[src/rtl/psk_frame_sync_pkg.sv]
// Shared definitions for the PSK frame synchroniser: FSM encoding,
// default sync pattern and symbol-mode constants.
package psk_frame_sync_pkg;

    typedef enum logic [1:0] {
        ST_SEARCH  = 2'd0,
        ST_HEADER  = 2'd1,
        ST_PAYLOAD = 2'd2
    } state_e;

    localparam logic [15:0] DEFAULT_SYNC_WORD = 16'h1ACF;

    localparam logic MODE_BPSK = 1'b0;
    localparam logic MODE_QPSK = 1'b1;

endpackage

[src/rtl/psk_byte_fifo.sv]
// Synchronous FIFO for payload bytes (tlast + byte); a push while full
// only succeeds when a pop happens in the same cycle.
module psk_byte_fifo #(
    parameter int DEPTH = 4,
    parameter int WIDTH = 9
) (
    input  logic             clk,
    input  logic             rst,
    input  logic             push,
    input  logic [WIDTH-1:0] push_data,
    input  logic             pop,
    output logic [WIDTH-1:0] pop_data,
    output logic             full,
    output logic             empty
);

    localparam int AW = $clog2(DEPTH);

    logic [WIDTH-1:0] mem_q [DEPTH];
    logic [AW:0]      wr_ptr_q, wr_ptr_d;
    logic [AW:0]      rd_ptr_q, rd_ptr_d;
    logic             wr_en;
    logic             rd_en;

    // Extra pointer bit distinguishes full from empty when indices match.
    assign empty    = (wr_ptr_q == rd_ptr_q);
    assign full     = (wr_ptr_q[AW] != rd_ptr_q[AW]) &&
                      (wr_ptr_q[AW-1:0] == rd_ptr_q[AW-1:0]);
    assign pop_data = mem_q[rd_ptr_q[AW-1:0]];

    always_comb begin
        wr_en    = push && (!full || pop);
        rd_en    = pop && !empty;
        wr_ptr_d = wr_ptr_q + {{AW{1'b0}}, wr_en};
        rd_ptr_d = rd_ptr_q + {{AW{1'b0}}, rd_en};
    end

    always_ff @(posedge clk) begin
        if (rst) begin
            wr_ptr_q <= '0;
            rd_ptr_q <= '0;
        end else begin
            wr_ptr_q <= wr_ptr_d;
            rd_ptr_q <= rd_ptr_d;
        end
    end

    always_ff @(posedge clk) begin
        if (wr_en) begin
            mem_q[wr_ptr_q[AW-1:0]] <= push_data;
        end
    end

endmodule

[src/rtl/psk_frame_sync.sv]
// BPSK/QPSK frame synchroniser: hunts for the sync word, reads a length
// header, then streams the payload bytes out over AXI-Stream via a FIFO.
module psk_frame_sync
    import psk_frame_sync_pkg::*;
#(
    parameter logic [15:0] SYNC_WORD  = DEFAULT_SYNC_WORD,
    parameter int          FIFO_DEPTH = 4
) (
    input  logic       clk,
    input  logic       rst,
    input  logic       mode,
    input  logic       bpsk,
    input  logic [1:0] qpsk,
    input  logic       vld,
    output logic [7:0] m_tdata,
    output logic       m_tvalid,
    output logic       m_tlast,
    input  logic       m_tready,
    output logic       locked,
    output logic       len_err,
    output logic       ovf
);

    state_e      state_q, state_d;
    logic [15:0] hist_q, hist_d;
    logic        mode_q, mode_d;
    logic [2:0]  cnt_q, cnt_d;
    logic [7:0]  len_q, len_d;
    logic        len_err_q, len_err_d;
    logic        ovf_q, ovf_d;

    logic        sym_mode;
    logic [15:0] hist_next;
    logic [2:0]  cnt_next;
    logic        byte_done;
    logic        push;
    logic [8:0]  push_data;
    logic        pop;
    logic [8:0]  pop_data;
    logic        fifo_full;
    logic        fifo_empty;

    psk_byte_fifo #(
        .DEPTH (FIFO_DEPTH),
        .WIDTH (9)
    ) u_fifo (
        .clk       (clk),
        .rst       (rst),
        .push      (push),
        .push_data (push_data),
        .pop       (pop),
        .pop_data  (pop_data),
        .full      (fifo_full),
        .empty     (fifo_empty)
    );

    // Output fields are forced to zero when nothing is queued so the
    // uninitialised storage never reaches the port.
    assign m_tvalid = !fifo_empty;
    assign m_tdata  = fifo_empty ? 8'h00 : pop_data[7:0];
    assign m_tlast  = fifo_empty ? 1'b0 : pop_data[8];
    assign pop      = m_tvalid && m_tready;
    assign locked   = (state_q != ST_SEARCH);
    assign len_err  = len_err_q;
    assign ovf      = ovf_q;

    always_comb begin
        // The live mode pin only matters while hunting; once locked the
        // mode captured at sync governs symbol width.
        sym_mode  = (state_q == ST_SEARCH) ? mode : mode_q;
        hist_next = (sym_mode == MODE_QPSK) ? {hist_q[13:0], qpsk}
                                            : {hist_q[14:0], bpsk};
        cnt_next  = cnt_q + ((sym_mode == MODE_QPSK) ? 3'd2 : 3'd1);
        byte_done = (cnt_next == 3'd0);

        state_d   = state_q;
        hist_d    = hist_q;
        mode_d    = mode_q;
        cnt_d     = cnt_q;
        len_d     = len_q;
        len_err_d = 1'b0;
        push      = 1'b0;
        push_data = {(len_q == 8'd1), hist_next[7:0]};

        if (vld) begin
            unique case (state_q)
                ST_SEARCH: begin
                    hist_d = hist_next;
                    if (hist_next == SYNC_WORD) begin
                        state_d = ST_HEADER;
                        mode_d  = mode;
                        cnt_d   = 3'd0;
                    end
                end
                ST_HEADER: begin
                    hist_d = hist_next;
                    cnt_d  = cnt_next;
                    if (byte_done) begin
                        if (hist_next[7:0] == 8'd0) begin
                            len_err_d = 1'b1;
                            state_d   = ST_SEARCH;
                            hist_d    = '0;
                        end else begin
                            len_d   = hist_next[7:0];
                            state_d = ST_PAYLOAD;
                        end
                    end
                end
                ST_PAYLOAD: begin
                    hist_d = hist_next;
                    cnt_d  = cnt_next;
                    if (byte_done) begin
                        // The count advances even if the FIFO drops the byte,
                        // so the frame always ends on schedule.
                        push  = 1'b1;
                        len_d = len_q - 8'd1;
                        if (len_q == 8'd1) begin
                            state_d = ST_SEARCH;
                            hist_d  = '0;
                        end
                    end
                end
                default: state_d = ST_SEARCH;
            endcase
        end

        ovf_d = ovf_q || (push && fifo_full && !pop);
    end

    always_ff @(posedge clk) begin
        if (rst) begin
            state_q   <= ST_SEARCH;
            hist_q    <= '0;
            mode_q    <= MODE_BPSK;
            cnt_q     <= '0;
            len_q     <= '0;
            len_err_q <= 1'b0;
            ovf_q     <= 1'b0;
        end else begin
            state_q   <= state_d;
            hist_q    <= hist_d;
            mode_q    <= mode_d;
            cnt_q     <= cnt_d;
            len_q     <= len_d;
            len_err_q <= len_err_d;
            ovf_q     <= ovf_d;
        end
    end

endmodule

[config.mk]
export PLATFORM = sky130hd
export DESIGN_NAME = psk_frame_sync
export DESIGN_NICKNAME = d
export VERILOG_FILES = /design/src/rtl/psk_frame_sync_pkg.sv /design/src/rtl/psk_byte_fifo.sv /design/src/rtl/psk_frame_sync.sv
export SDC_FILE = /design/constraint.sdc
export NUM_CORES = 1
export LEC_CHECK = 0
export ABC_AREA = 1
export CAP_MARGIN = 20
export CELL_PAD_IN_SITES_DETAIL_PLACEMENT = 0
export CELL_PAD_IN_SITES_GLOBAL_PLACEMENT = 1
export CORE_MARGIN = 8
export CORE_UTILIZATION = 45
export DETAILED_ROUTE_END_ITERATION = 6
export HOLD_SLACK_MARGIN = 0.06
export PLACE_DENSITY = 0.86
export SYNTH_ARGS = -nofsm -noshare
export SYNTH_HDL_FRONTEND = slang
export SYNTH_SLANG_ARGS = --single-unit
[constraint.sdc]
create_clock -name clk -period 3.8 [get_ports clk]
set_clock_uncertainty 0.05 [all_clocks]
set_input_delay 0.76 -clock clk [delete_from_list [all_inputs] [get_ports clk]]
set_output_delay 0.76 -clock clk [all_outputs]
set_load 0.01 [all_outputs]
==> reports/metrics.cfg, run 1 <==
[routing]
via_count = 3185
via_per_inst = 5.17
drt-initial-drc-count = 225
wl_met3_um = 331
met2WireLength_um = 4150
highest_layer = met4
wl_per_cell_um = 14.3
ant_nets = 0
m1WireLength_um = 4200
wl_um = 8840
firstDrtPassIters = 4
drcViolationCount = 0

[clocking]
cts_resized = 0
numCtsBuffers = 9
cts_setup_buffers = 0
cts_hold_buf = 0
cts.sinks = 73
cts_htree_levels = 3
cts_max_path_buffers = 2
clock_latency_ns = 0.35
cts_tree = built
cts.reportedPaths.clkPinSlew_ns = 0.08
clockRootBuffer = clkbuf_8

[layout]
area_delta_synth_final_pct = 15.1
layout.cells.non_filler = 616
final_area_um2 = 4360
fin_util = 0.534
final_nets = 526
diodes = 0
drive_gt1_frac = 0.0763

[timing]
tightest_slew_ns = 0.651
relSlewSlack = 0.565
finalHoldViolCount = 0
rsz0062_at_grt = no
slew_violations = 0
worst_slack_ns = 0.431
maxClockFrequency_mhz = 297
setup_tns_ns = 0
period_share = 0.887
setup_viol = 0
fin_crit_ns = 3.37

[placed_design]
post_dp_cell_area_um2 = 4110
dp_hpwl_um = 6260
io_buffers = 20
place.gp.congestion = 0.793
place_inst = 600
place_ws_ns = 0.141

[run_status]
status = complete, no violations

[run]
maxCapViolCount = 0

[power]
power_density_nw_per_um2 = 458
leakage_nw = 1.86
ir_drop_mv = 0.259

[logic_synthesis]
synthDistinctLibCells = 31
yosys_warnings = 0
synth_area_leaders = edfxtp_1, dfxtp_1, nand2_1
netlist_instances = 483
avgSynthCellArea_um2 = 7.85
syn-cell-area_um2 = 3790
synth_seq_cells = 73
synth_fp_nets = 503
synth_top_cell_area_share = 0.285
yosys.area.top_type = edfxtp_1
synth_seq_area_share = 0.481

[min_path]
hold_path_class = flip-flop to flip-flop

[setup_path]
worstSetupEndpointType = flip-flop
crit_fanout = 9
path_class = primary input to flip-flop
cp_slowest_cell = clkdlybuf4s50_1
crit_arrival_ns = 3.37
cp_data_required_time_ns = 3.80
crit_chain = clkdlybuf4s50_1 -> inv_1 -> nand2_1 -> nand2_4 -> ha_1 -> fa_1 -> xnor2_1 -> nand2_1 -> nor3_1 -> nand2_1 -> nor3_1 -> buf_4
cpMostUsedCell = nand2_1
slowest_delay_ns = 0.49
startpoint_type = primary input

[die]
die_y_um = 108
die_area_um2 = 11600
core_area_um2 = 8180
placementRows = 33
die_w_um = 108
io_pins = 21
start_util = 0.464

[global_routing]
gr-total-overflow = 0
grt_pass1_wl_um = 14600
grt_max_degree = 22
grt_use_total = 0.158
antenna_found_initial = 0
grt_pass1_vias = 3009

[final cells by class]
type | count | area, um2
Sequential cell | 73 | 1820
Timing Repair Buffer | 30 | 275
Multi-Input combinational cell | 334 | 1660
Fill cell | 775 | 3810
Inverter | 58 | 218
Tap cell | 105 | 131
Clock buffer | 12 | 178
Clock inverter | 4 | 77.6
[registers in the layout, indices dropped and copies added (netlist names)]
register,cells
cnt_q,3
hist_q,15
len_err,1
len_q,8
mode_q,1
ovf,1
state_q,2
u_fifo.mem_q,36
u_fifo.rd_ptr_q,3
u_fifo.wr_ptr_q,3
[final timing paths]
| check | start | to | slack [ns] | cells after the start |
|---|---|---|---|---|
| worst min register to register | ovf$_SDFF_PP0_ | ovf$_SDFF_PP0_ | 0.40 | 2 |
| worst max register to register | state_q[0]$_SDFFE_PP0P_ | u_fifo.mem_q[3][7]$_DFFE_PP_ | 0.56 | 13 |
| worst max-delay path | mode | u_fifo.mem_q[3][7]$_DFFE_PP_ | 0.43 | 12 |
| worst min-delay path | ovf$_SDFF_PP0_ | ovf$_SDFF_PP0_ | 0.40 | 2 |
[cells by family (layout without fill, tap and decap cells)]
| group | count (synthesis) | after routing | share of synthesized area |
|---|---|---|---|
| AOI/OAI and AO/OA | 74 | 74 | 0.109 |
| and+or+nand+nor | 243 | 243 | 0.276 |
| adders and majority gates | 12 | 12 | 0.0416 |
| DFF | 73 | 73 | 0.481 |
| xor gates and xnor gates | 5 | 5 | 0.0116 |
| buffers and inverters | 76 | 104 | 0.0812 |
[cell usage in the layout (no fill, tap or decap), drive strengths merged]
master,instances
dfxtp,37
nand3b,4
o21ai,26
xor2,2
edfxtp,36
o32ai,9
nand3,37
a21boi,1
a21oi,35
nand2,114
o211ai,1
or2,2
fa,1
ha,11
inv,58
nand4,5
clkdlybuf4s50,20
bufinv,2
nor3,7
xnor2,3
buf,10
clkbuf,12
nor2,74
o21a,2
clkinv,2
[worst max-delay path, delay by kind of cell]
| kind | cells | cell delay (ns) |
|---|---|---|
| fa+ha+maj | 2 | 0.58 |
| xor+xnor | 1 | 0.20 |
| buf+inv | 3 | 0.76 |
| simple gates | 6 | 1.08 |
[through the flow]
step           hold slack [ns]  power, mW
6_report                 0.404       2.00
4_1_cts                  0.406       2.01
5_1_grt                  0.436       2.09
2_1_floorplan            0.395       1.15
3_3_place_gp             0.386       1.25
3_5_place_dp             0.394       1.26
[cells in the mapped netlist]
cell	n
buf_6	2
inv_1	55
clkbuf_1	10
nor2_2	3
inv_2	1
a21boi_0	1
edfxtp_1	36
o211ai_1	1
nor2_1	71
ha_1	11
buf_4	1
nor3_1	7
o32ai_1	9
o21a_1	2
nand4_1	5
a21oi_1	35
xnor2_1	3
nand3_2	1
buf_1	2
nand3_1	36
nand2_1	107
or2_2	2
dfxtp_1	37
xor2_1	2
nand2_4	3
nand2_2	4
clkinv_1	2
nand3b_1	4
fa_1	1
o21ai_0	26
buf_2	3
[metal layers]
layer,global-route usage,vias up
met5,0,-
met4,0.0575,0
met3,0.0341,14
met2,0.260,59
met1,0.198,1480
li1,-,1632
[report_power, final]
group          total (mW)  leakage, nW  internal, mW  switching, mW
clock               0.759        0.128         0.455          0.304
sequential          0.881        0.631         0.863         0.0175
combinational       0.358         1.10         0.115          0.243
Note: power is estimated with default switching activity, not from simulation.
==> run 2, diff against run 1 <==
--- a/config.mk
+++ b/config.mk
@@ -10,10 +10,10 @@
 export CELL_PAD_IN_SITES_DETAIL_PLACEMENT = 0
 export CELL_PAD_IN_SITES_GLOBAL_PLACEMENT = 1
 export CORE_MARGIN = 8
-export CORE_UTILIZATION = 45
+export CORE_UTILIZATION = 40
 export DETAILED_ROUTE_END_ITERATION = 6
 export HOLD_SLACK_MARGIN = 0.06
-export PLACE_DENSITY = 0.86
+export PLACE_DENSITY = 0.81
 export SYNTH_ARGS = -nofsm -noshare
 export SYNTH_HDL_FRONTEND = slang
 export SYNTH_SLANG_ARGS = --single-unit
==> constraint.sdc (replaced) <==
create_clock -name clk -period 2.7 [get_ports clk]
set_clock_uncertainty 0.05 [all_clocks]
set_input_delay 0.54 -clock clk [delete_from_list [all_inputs] [get_ports clk]]
set_output_delay 0.54 -clock clk [all_outputs]
set_load 0.01 [all_outputs]
==> run 2 against run 1 <==
Compared with the run above:
- hold slack gained 0.0073 ns
- die area grew 11%
- largest cell class unchanged
- design area grew 9.7%
- count of clock-buffer cells in the layout shrank 3
- routed wire length grew 1.5%
- worst setup slack lost 0.33 ns
==> reports/metrics.cfg, run 2 (synthesis gave the netlist of run 1 again) <==
[setup_path]
crit_arrival_ns = 2.62  ; was 3.37 ns
cp_data_required_time_ns = 2.71  ; was 3.80 ns
worstSetupEndpointType = flip-flop  ; unchanged
path_class = flip-flop to flip-flop  ; was primary input to flip-flop
crit_fanout = 9  ; unchanged
startpoint_type = flip-flop  ; was primary input

[die]
core_area_um2 = 9240  ; was 8180 um2
die_area_um2 = 12800  ; was 11600 um2
io_pins = 21  ; unchanged
placementRows = 35  ; was 33
die_w_um = 113  ; was 108 um
start_util = 0.410  ; was 0.464
die_y_um = 113  ; was 108 um

[timing]
worst_slack_ns = 0.0979  ; was 0.431 ns
tightest_slew_ns = 0.582  ; was 0.651 ns
fin_crit_ns = 2.60
slew_violations = 0  ; unchanged
maxClockFrequency_mhz = 384
rsz0062_at_grt = yes  ; was no
finalHoldViolCount = 0  ; unchanged
period_share = 0.964
whs_ns = 0.411  ; was 0.404 ns
setup_tns_ns = 0  ; unchanged
relSlewSlack = 0.610  ; was 0.565
setup_viol = 0  ; unchanged

[power]
leakage_nw = 2.01  ; was 1.86 nW
power_density_nw_per_um2 = 587  ; was 458 nW/um2
ir_drop_mv = 0.240  ; was 0.259 mV

[routing]
via_per_inst = 4.90  ; was 5.17
drt-initial-drc-count = 193  ; was 225
highest_layer = met4  ; unchanged
firstDrtPassIters = 4  ; unchanged
wl_met3_um = 382  ; was 331 um
ant_nets = 0  ; unchanged
drcViolationCount = 0  ; unchanged
via_count = 3270  ; was 3185
wl_per_cell_um = 13.5  ; was 14.3 um
m1WireLength_um = 4060  ; was 4200 um
met2WireLength_um = 4410  ; was 4150 um
wl_um = 8980  ; was 8840 um

[layout]
mostFrequentLayoutCells = nand2_1, nor2_1, inv_1  ; unchanged
fin_util = 0.518  ; was 0.534
diodes = 0  ; unchanged
final_nets = 553  ; was 526
area_delta_synth_final_pct = 26.2  ; was 15.1%
layout_commonest_cell = nand2_1  ; unchanged
drive_gt1_frac = 0.173  ; was 0.0763
layout.cells.non_filler = 667  ; was 616
largest_reg_flops = 36  ; unchanged

[clocking]
cts_hold_buf = 0  ; unchanged
clock_latency_ns = 0.35  ; about the same
cts_tree = built  ; unchanged
cts_max_path_buffers = 2  ; unchanged
cts.sinks = 73  ; unchanged
cts.reportedPaths.clkPinSlew_ns = 0.08  ; about the same
clockRootBuffer = clkbuf_8  ; unchanged
cts_htree_levels = 3  ; unchanged
numCtsBuffers = 9  ; unchanged

[placed_design]
dp_hpwl_um = 6310  ; was 6260 um
place.gp.congestion = 0.805  ; was 0.793
io_buffers = 20  ; unchanged
place_ws_ns = -0.571  ; was 0.141 ns
place_inst = 648  ; was 600

[global_routing]
grt_max_degree = 20  ; was 22
antenna_found_initial = 0  ; unchanged
grt_pass1_vias = 3145  ; was 3009
grt_use_total = 0.144  ; was 0.158
grt_pass1_wl_um = 14800  ; was 14600 um
gr-total-overflow = 0  ; unchanged

[min_path]
hold_path_class = flip-flop to flip-flop  ; unchanged

[run]
maxCapViolCount = 0  ; unchanged

[run_status]
status = complete, no violations  ; unchanged

run 2: metal layers:
layer,vias up,track usage
li1,1683,-
met1,1502,0.167
met2,77,0.252
met3,8,0.0357
met4,0,0.0524
met5,-,0
run 2: final cells by class:
| type | instances | area (um2) |
|---|---|---|
| inverters | 58 | 230 |
| clock inverters | 7 | 101 |
| well taps | 129 | 161 |
| flip-flops and latches | 73 | 1830 |
| repair buffers | 56 | 527 |
| fillers | 876 | 4460 |
| clock buffers | 9 | 124 |
| multi-input cells | 335 | 1810 |
run 2: what timing repair did:
| item | 4_1_cts | 5_1_grt |
|---|---|---|
| gates resized for setup | 10 | 12 |
| endpoints found under the setup margin | 49 | 11 |
| pin swaps | 6 | 0 |
| cloned | 1 | 0 |
| setup buffers | 2 | 0 |
run 2: per-stage QoR:
step	instance area (um2)	power, mW
floorplan	3890	1.65
global placement	4470	1.84
detailed placement	4470	1.85
CTS	4740	2.84
global route	4780	2.95
finish	4780	2.81
run 2: worst max-delay path, stage by stage (launching register included):
cell and delay (ns):
dfxtp_2 0.33, inv_2 0.07, ha_4 0.18, inv_6 0.05
nand2_4 0.06, nand2_4 0.05, ha_4 0.15, fa_2 0.35
xnor2_2 0.17, nand2_2 0.10, nor3_4 0.20, nand2_4 0.14
nor3_4 0.23, buf_12 0.16
run 2: report_power, final:
part,internal [mW],switching [mW]
Sequential,1.22,0.0255
Clock,0.528,0.432
Combinational,0.238,0.368
Total,1.98,0.826
run 2: final timing paths:
check | startpoint | to | slack, ns | cells past startpoint
worst max-delay path | state_q[1]$_SDFFE_PP0P_ | u_fifo.mem_q[1][3]$_DFFE_PP_ | 0.1 | 13
worst min-delay path | ovf$_SDFF_PP0_ | ovf$_SDFF_PP0_ | 0.41 | 2
worst max register to register | state_q[1]$_SDFFE_PP0P_ | u_fifo.mem_q[1][3]$_DFFE_PP_ | 0.1 | 13
worst min register to register | ovf$_SDFF_PP0_ | ovf$_SDFF_PP0_ | 0.41 | 2
